File: config.mk
export PLATFORM = sky130hd
export DESIGN_NAME = fifo_param_thresh
export DESIGN_NICKNAME = d
export VERILOG_FILES = /design/src/rtl/fifo_param_thresh.sv
export SDC_FILE = /design/constraint.sdc
export NUM_CORES = 1
export LEC_CHECK = 0
export ABC_AREA = 0
export BUFFER_PORTS_ARGS = -buffer_cell sky130_fd_sc_hd__clkbuf_2
export CAP_MARGIN = 10
export CORE_ASPECT_RATIO = 1.1
export CORE_MARGIN = 4
export CORE_UTILIZATION = 51
export CTS_BUF_LIST = sky130_fd_sc_hd__clkbuf_8
export CTS_CLUSTER_SIZE = 25
export DETAILED_ROUTE_END_ITERATION = 10
export GPL_TIMING_DRIVEN = 0
export PLACE_DENSITY = 0.81
export SLEW_MARGIN = 0
export SYNTH_ARGS = -nofsm -noshare
export SYNTH_HDL_FRONTEND = slang
export SYNTH_SLANG_ARGS = --single-unit
File: constraint.sdc
create_clock -name clk -period 5.4 [get_ports clk]
set_input_delay 0.27 -clock clk [delete_from_list [all_inputs] [get_ports clk]]
set_output_delay 0.27 -clock clk [all_outputs]
set_load 0.01 [all_outputs]
File: src/rtl/fifo_param_thresh.sv
// Parametrised synchronous FIFO with registered read port, programmable
// almost-full/almost-empty thresholds and overflow/underflow reporting.
// Define FIFO_STICKY_ERR_EN to make overflow/underflow sticky (cleared by reset or cfg_load).
module fifo_param_thresh #(
  parameter int DATA_W = 10,
  parameter int DEPTH  = 8,
  parameter int ADDR_W = $clog2(DEPTH)  // derived from DEPTH; leave at default
) (
  input  logic              clk,
  input  logic              reset_L,
  input  logic              cfg_load,
  input  logic [ADDR_W-1:0] sup_threshold,
  input  logic [ADDR_W-1:0] inf_threshold,
  input  logic              push,
  input  logic [DATA_W-1:0] data_in,
  input  logic              pop,
  output logic [DATA_W-1:0] data_out,
  output logic              valid_out,
  output logic              full,
  output logic              empty,
  output logic              almost_full,
  output logic              almost_empty,
  output logic [ADDR_W:0]   count,
  output logic              overflow,
  output logic              underflow
);

  localparam logic [ADDR_W:0]   CNT_ONE  = (ADDR_W+1)'(1);
  localparam logic [ADDR_W:0]   CNT_FULL = (ADDR_W+1)'(DEPTH);
  localparam logic [ADDR_W-1:0] PTR_ONE  = ADDR_W'(1);
  localparam logic [ADDR_W-1:0] SUP_RST  = ADDR_W'(DEPTH - 2);
  localparam logic [ADDR_W-1:0] INF_RST  = ADDR_W'(1);

  logic [DATA_W-1:0] mem_q [DEPTH];

  logic [ADDR_W-1:0] wr_ptr_q, wr_ptr_d;
  logic [ADDR_W-1:0] rd_ptr_q, rd_ptr_d;
  logic [ADDR_W:0]   count_q, count_d;
  logic [ADDR_W-1:0] sup_th_q, sup_th_d;
  logic [ADDR_W-1:0] inf_th_q, inf_th_d;
  logic [DATA_W-1:0] data_q, data_d;
  logic              valid_q, valid_d;
  logic              ovf_q, ovf_d;
  logic              unf_q, unf_d;

  logic push_ok, pop_ok, ovf_evt, unf_evt;

  // Flags depend only on registered occupancy and thresholds.
  assign full         = (count_q == CNT_FULL);
  assign empty        = (count_q == '0);
  assign almost_full  = (count_q >= {1'b0, sup_th_q});
  assign almost_empty = (count_q <= {1'b0, inf_th_q});

  assign count     = count_q;
  assign data_out  = data_q;
  assign valid_out = valid_q;
  assign overflow  = ovf_q;
  assign underflow = unf_q;

  always_comb begin
    pop_ok  = pop && !empty;
    push_ok = push && (!full || pop_ok);
    ovf_evt = push && !push_ok;
    unf_evt = pop && empty;

    wr_ptr_d = push_ok ? wr_ptr_q + PTR_ONE : wr_ptr_q;
    rd_ptr_d = pop_ok  ? rd_ptr_q + PTR_ONE : rd_ptr_q;

    count_d = count_q;
    case ({push_ok, pop_ok})
      2'b10:   count_d = count_q + CNT_ONE;
      2'b01:   count_d = count_q - CNT_ONE;
      default: count_d = count_q;
    endcase

    data_d  = pop_ok ? mem_q[rd_ptr_q] : data_q;
    valid_d = pop_ok;

    sup_th_d = cfg_load ? sup_threshold : sup_th_q;
    inf_th_d = cfg_load ? inf_threshold : inf_th_q;

`ifdef FIFO_STICKY_ERR_EN
    // A fresh error on the clearing edge still gets reported.
    ovf_d = (cfg_load ? 1'b0 : ovf_q) | ovf_evt;
    unf_d = (cfg_load ? 1'b0 : unf_q) | unf_evt;
`else
    ovf_d = ovf_evt;
    unf_d = unf_evt;
`endif
  end

  always_ff @(posedge clk or negedge reset_L) begin
    if (!reset_L) begin
      wr_ptr_q <= '0;
      rd_ptr_q <= '0;
      count_q  <= '0;
      sup_th_q <= SUP_RST;
      inf_th_q <= INF_RST;
      data_q   <= '0;
      valid_q  <= 1'b0;
      ovf_q    <= 1'b0;
      unf_q    <= 1'b0;
    end else begin
      wr_ptr_q <= wr_ptr_d;
      rd_ptr_q <= rd_ptr_d;
      count_q  <= count_d;
      sup_th_q <= sup_th_d;
      inf_th_q <= inf_th_d;
      data_q   <= data_d;
      valid_q  <= valid_d;
      ovf_q    <= ovf_d;
      unf_q    <= unf_d;
    end
  end

  // Storage is intentionally left unreset.
  always_ff @(posedge clk) begin
    if (push_ok) mem_q[wr_ptr_q] <= data_in;
  end

endmodule

==> impl_metrics.json, run 1 <==
{
  "outcome": "complete, no violations",
  "synth_cell_type_count": 42,
  "syn2layout_area_growth_pct": 13.1,
  "portBuffers": 40,
  "placed_area_um2": 4910,
  "synth_edf_count": 80,
  "synth_area_leaders": "edfxtp_1 53%, dfrtp_1 14%, mux2_2 5.7%",
  "setup_violations": 0,
  "synth-async-reset-ratio": 0.266,
  "worst_pin_slew_ns": 0.948,
  "drt_iter0_drc": 169,
  "p_per_area_nw_per_um2": 510,
  "initial_core_util": 0.531,
  "timing.final.crit_share": 0.476,
  "clockRootBuffer": "clkbuf_8",
  "synth-seq-area-share": 0.690,
  "crit_buf_inv": 1,
  "crit_fanout": 10,
  "die_h_um": 107,
  "first_global_vias": 2489,
  "dp_hpwl_um": 5420,
  "cp_top_family": "flip-flops",
  "grt_pass1_wl_um": 13000,
  "pre_cts_slack_ns": 2.84,
  "drt-total-wl_um": 7860,
  "setup.worst_path.start_class": "flop",
  "netlist.area_leader.share": 0.530,
  "synth-simple-area-share": 0.0590,
  "yosysMostFrequentCell": "edfxtp_1",
  "syn_area_um2": 4540,
  "fin_setup_tns_ns": 0,
  "grt_max_degree": 30,
  "crit_path_frequent_cell": "xor2_1",
  "route.detailed.drc": 0,
  "fmax_mhz": 389,
  "clk_latency_ns": 0.38,
  "antenna_found_initial": 0,
  "first_pass_iters": 4,
  "cpMaxStageDelayCell": "dfrtp_1",
  "cts_made_buffers": 9,
  "ys_ff_latch": 109,
  "syn_avg_cell_area_um2": 16.0,
  "overflow": 0,
  "met1_usage": 0.220,
  "hp-class": "in2reg",
  "total_power_mw": 2.62,
  "tritoncts": "yes",
  "slew_viol_final": 0,
  "max_stage_delay_ns": 0.60,
  "yosys_warnings": 0,
  "path_class": "reg2reg",
  "post_cts_resize_count": 0,
  "final_cell_area_um2": 5130,
  "yosys.area.top_type": "edfxtp_1",
  "skew_ns": 0.0157,
  "p_leak_nw": 1.98,
  "rsz0062_at_grt": "false",
  "track_usage": 0.161,
  "core_um2": 8540,
  "clock_path_buffers": 2,
  "synth-compound-area-share": 0.0709,
  "cp.arrival_ns": 2.83,
  "synth-main-ff-cell": "edfxtp_1",
  "io_pins": 42,
  "rows": 35,
  "postCtsSetupBuffers": 0,
  "ant_nets": 0,
  "drive_above_1_share": 0.323,
  "drv_cap": 0,
  "ctsHtreeMaxLevel": 3,
  "worstSetupEndpointType": "flop",
  "finalWorstSetupSlack_ns": 2.83,
  "clkSinkCount": 109,
  "syn_nets": 315,
  "synth_top_family_by_area": "multiplexers",
  "crit_required_ns": 5.66,
  "die_x_um": 97.9,
  "synth_adder_area_share": 0.0303,
  "cts.clk_slew.worst_paths_ns": 0.11,
  "met2_usage": 0.253,
  "routed-via-count": 2491,
  "wl_per_cell_um": 17.4,
  "die_area_um2": 10500,
  "synthCells": 283,
  "antenna_cells": 0,
  "synth_mux_area_frac": 0.104,
  "gp_congestion": 0.799,
  "busiest_layer": "met2",
  "grt_use_met3": 0.0384,
  "min_period_ns": 2.57,
  "drt-vias-per-instance": 5.51,
  "synthXorXnorAreaFrac": 0.0174,
  "ys_top_cells_by_count": "80 x edfxtp_1, 26 x dfrtp_1, 23 x mux2_2, 23 x nand2_1, 20 x mux2i_1",
  "nNetsFinal": 368,
  "vdd_drop_max_uv": 156,
  "hold_buffers": 1,
  "crit_chain": "nor3_2 > a21boi_2 > inv_1 > ha_1 > xor2_1 > ha_1 > a21oi_1 > xor2_1 > nor2_1 > xor2_1",
  "hold_viol_final": 0,
  "slew-limit-headroom": 0.365
}
routing by layer:
layer,share of wire,wire length (um),up-vias
li1,-,-,1182
met1,0.45,3520,1240
met2,0.48,3800,61
met3,0.054,423,8
met4,0.015,116,0
met5,0,0,-
where the power goes:
| group | switching (mW) | internal [mW] | total, mW |
|---|---|---|---|
| logic | 0.486 | 0.434 | 0.920 |
| registers | 0.124 | 1.08 | 1.20 |
| clock network | 0.308 | 0.187 | 0.494 |
kinds of logic after synthesis:
group / count (synthesis)
AOI/OAI and AO/OA: 42
adders and majority gates: 11
xor gates and xnor gates: 9
muxes: 44
and+or+nand+nor: 51
DFF: 109
buffers and inverters: 17
stage by stage:
stage | instances | hold slack (ns) | util
floorplan | 283 | -0.0256 | -
global placement | 434 | 0.343 | 0.571
detailed placement | 435 | 0.365 | 0.575
CTS | 452 | 0.0885 | 0.601
global route | 452 | 0.0952 | 0.601
finish | 452 | 0.0965 | 0.601
worst paths after layout:
kind                                         startpoint  slack [ns]  cells after the start                      end
worst max-delay path               count[1]$_DFFE_PN0P_        2.83                     10     count[2]$_DFFE_PN0P_
worst min-delay path                   sup_threshold[1]         0.1                      3  sup_th_q[1]$_DFFE_PN1P_
worst max register to register     count[1]$_DFFE_PN0P_        2.83                     10     count[2]$_DFFE_PN0P_
worst min register to register  data_out[5]$_DFFE_PN0P_        0.49                      2  data_out[5]$_DFFE_PN0P_
max in group asynchronous                       reset_L        4.47                      2  rd_ptr_q[0]$_DFFE_PN0P_
min in group asynchronous                       reset_L        0.46                      2  inf_th_q[1]$_DFFE_PN0P_
cells in the final DEF, fill, tap and decap left out, types with 6 or more instances in the layout:
cell	synthesis	routed
a221o_1	10	10
clkbuf_2	1	41
clkbuf_8	0	9
dfrtp_1	26	26
edfxtp_1	80	80
ha_1	11	11
inv_1	7	7
mux2_2	23	23
mux2i_1	20	20
nand2_1	23	23
nor2_1	6	6
o21ai_2	9	9
o22ai_1	10	10
cell type report:
| class | instances | area [um2] |
|---|---|---|
| clock inverters | 7 | 86.3 |
| inverters | 7 | 26.3 |
| multi-input cells | 157 | 1300 |
| clock buffers | 9 | 124 |
| repair buffers | 42 | 218 |
| fillers | 657 | 3410 |
| plain buffers | 10 | 103 |
| well taps | 111 | 139 |
| flip-flops and latches | 109 | 3130 |
worst min-delay path: stages:
cell and delay (ns):
clkbuf_2 0.08, nand2_1 0.04, o21ai_0 0.08
state kept, by name, summed over array words and instances, names as in the netlist:
register,cells
underflow,1
mem_q,80
overflow,1
count,4
rd_ptr_q,3
valid_out,1
inf_th_q,3
sup_th_q,3
data_out,10
wr_ptr_q,3
Power figures use the tool's default switching activity.
==> run 2, diff against run 1 <==
--- a/config.mk
+++ b/config.mk
@@ -15,7 +15,7 @@
 export CTS_CLUSTER_SIZE = 25
 export DETAILED_ROUTE_END_ITERATION = 10
 export GPL_TIMING_DRIVEN = 0
-export PLACE_DENSITY = 0.81
+export PLACE_DENSITY = 0.84
 export SLEW_MARGIN = 0
 export SYNTH_ARGS = -nofsm -noshare
 export SYNTH_HDL_FRONTEND = slang
==> constraint.sdc (replaced) <==
create_clock -name clk -period 2.3 [get_ports clk]
set_input_delay 0.115 -clock clk [delete_from_list [all_inputs] [get_ports clk]]
set_output_delay 0.115 -clock clk [all_outputs]
set_load 0.01 [all_outputs]
==> run 2 against run 1 <==
Power increased by 140%. Wire length increased by 1.6%. Die area unchanged. Global-route usage decreased by 0.45 points. Setup slack got worse by 2.7 ns.
==> impl_metrics.json, run 2 (synthesis results as in run 1) <==
{
  "crit_buf_inv": 1,
  "r2r_setup_slack_ns": 0.09,
  "ctsHtreeMaxLevel": 3,
  "hold_viol_final": 0,
  "crit_required_ns": 2.56,
  "antenna_cells": 0,
  "die_h_um": 107,
  "p_leak_nw": 2.06,
  "grt_pass1_wl_um": 12500,
  "p_per_area_nw_per_um2": 1200,
  "final_cell_mix": "80 x edfxtp_1, 41 x clkbuf_2, 23 x nand2_1, 23 x mux2_2, 22 x dfrtp_1",
  "clock_path_buffers": 2,
  "rr_worst_depth": 10,
  "hold_path_depth": 1,
  "portBuffers": 40,
  "track_usage": 0.157,
  "fmax_mhz": 453,
  "drt-total-wl_um": 7990,
  "worst_pin_slew_ns": 0.908,
  "ant_nets": 0,
  "slew_viol_final": 0,
  "overflow": 0,
  "total_power_mw": 6.36,
  "setup.worst_path.start_class": "flop",
  "clk_latency_ns": 0.37,
  "cp_top_family": "simple AND/OR/NAND/NOR gates",
  "die_area_um2": 10500,
  "grt_use_met3": 0.0429,
  "path_class": "reg2reg",
  "rows": 35,
  "io_pins": 42,
  "setup_violations": 0,
  "grt_max_degree": 30,
  "crit_fanout": 4,
  "drt-vias-per-instance": 5.33,
  "min_period_ns": 2.21,
  "tritoncts": "yes",
  "largest_reg_flops": 80,
  "hp-start": "data_in[8]",
  "skew_ns": 0.00975,
  "drv_cap": 0,
  "timing.final.crit_share": 0.959,
  "first_pass_iters": 5,
  "routed-via-count": 2504,
  "slew-limit-headroom": 0.392,
  "worstSetupEndpointType": "flop",
  "met2_usage": 0.269,
  "r2r-start": "count[3]$_DFFE_PN0P_",
  "clkSinkCount": 109,
  "gp_congestion": 0.781,
  "min_to": "mem_q[4][8]$_DFFE_PP_",
  "crit_path_frequent_cell": "xor2_1",
  "syn2layout_area_growth_pct": 17.3,
  "first_global_vias": 2501,
  "route.detailed.drc": 0,
  "final_common_cell": "edfxtp_1",
  "wl_per_cell_um": 17.0,
  "cts.clk_slew.worst_paths_ns": 0.10,
  "fin_setup_tns_ns": 0,
  "top_register": "mem_q",
  "crit_chain": "nor4_4 > nand2b_4 > clkinvlp_4 > ha_4 > xor2_1 > ha_1 > a21oi_2 > xor2_1 > nor2_1 > xor2_1",
  "antenna_found_initial": 0,
  "initial_core_util": 0.531,
  "cpMaxStageDelayCell": "dfrtp_2",
  "drive_above_1_share": 0.357,
  "fin_cells": 470,
  "dp_cells": 434,
  "die_x_um": 97.9,
  "hp-class": "in2reg",
  "cp.arrival_ns": 2.46,
  "max_stage_delay_ns": 0.45,
  "met1_usage": 0.193,
  "core_um2": 8540,
  "dp_hpwl_um": 5340,
  "nNetsFinal": 386,
  "clockRootBuffer": "clkbuf_8",
  "cts_made_buffers": 9,
  "busiest_layer": "met2",
  "outcome": "complete, no violations",
  "vdd_drop_max_uv": 641,
  "reg2reg_to": "count[2]$_DFFE_PN0P_",
  "drt_iter0_drc": 148
}
## run 2: per-stage QoR
step	hold WS [ns]	worst slack (ns)	util	area, um2
floorplan	-0.181	0.0229	-	4550
global placement	0.186	-0.448	0.573	4890
detailed placement	0.196	-0.283	0.575	4910
CTS	0.0156	0.00258	0.615	5250
global route	0.0125	-0.0115	0.623	5320
finish	0.0263	0.0937	0.623	5320
## run 2: worst max-delay path by stage
stage | startpoint | endpoint | slack, ns | depth (start not counted)
2_1_floorplan | count[0]$_DFFE_PN0P_ | count[2]$_DFFE_PN0P_ | 0.02 | 10
3_3_place_gp | count[2]$_DFFE_PN0P_ | mem_q[3][4]$_DFFE_PP_ | -0.45 | 4
3_5_place_dp | count[2]$_DFFE_PN0P_ | mem_q[0][2]$_DFFE_PP_ | -0.28 | 4
4_1_cts | count[1]$_DFFE_PN0P_ | count[2]$_DFFE_PN0P_ | 0.003 | 10
5_1_grt | count[3]$_DFFE_PN0P_ | count[2]$_DFFE_PN0P_ | -0.01 | 10
6_report | count[3]$_DFFE_PN0P_ | count[2]$_DFFE_PN0P_ | 0.09 | 10
## run 2: report_power, final
part,switching [mW],internal [mW]
clock network,0.639,0.522
logic,1.25,1.14
registers,0.269,2.54
## run 2: repair_timing
item	CTS	global route
endpoints found under the hold margin	33	0
cloned	0	0
hold buffers	8	0
gates resized for setup	4	4
endpoints found under the setup margin	52	1
setup buffers	5	7
pin swaps	1	1
## run 2: layout make-up
type	instances	area, um2
Fill cell	614	3220
Timing Repair Buffer	60	370
Clock inverter	7	82.6
Inverter	7	30.0
Sequential cell	109	3140
Buffer	10	103
Multi-Input combinational cell	157	1340
Tap cell	111	139
Clock buffer	9	124
## run 2: metal layers
layer  part of all wire  vias to the layer above
li1                   -                     1207
met4              0.014                        0
met5                  0                        -
met1               0.43                     1216
met2               0.51                       68
met3              0.055                       13
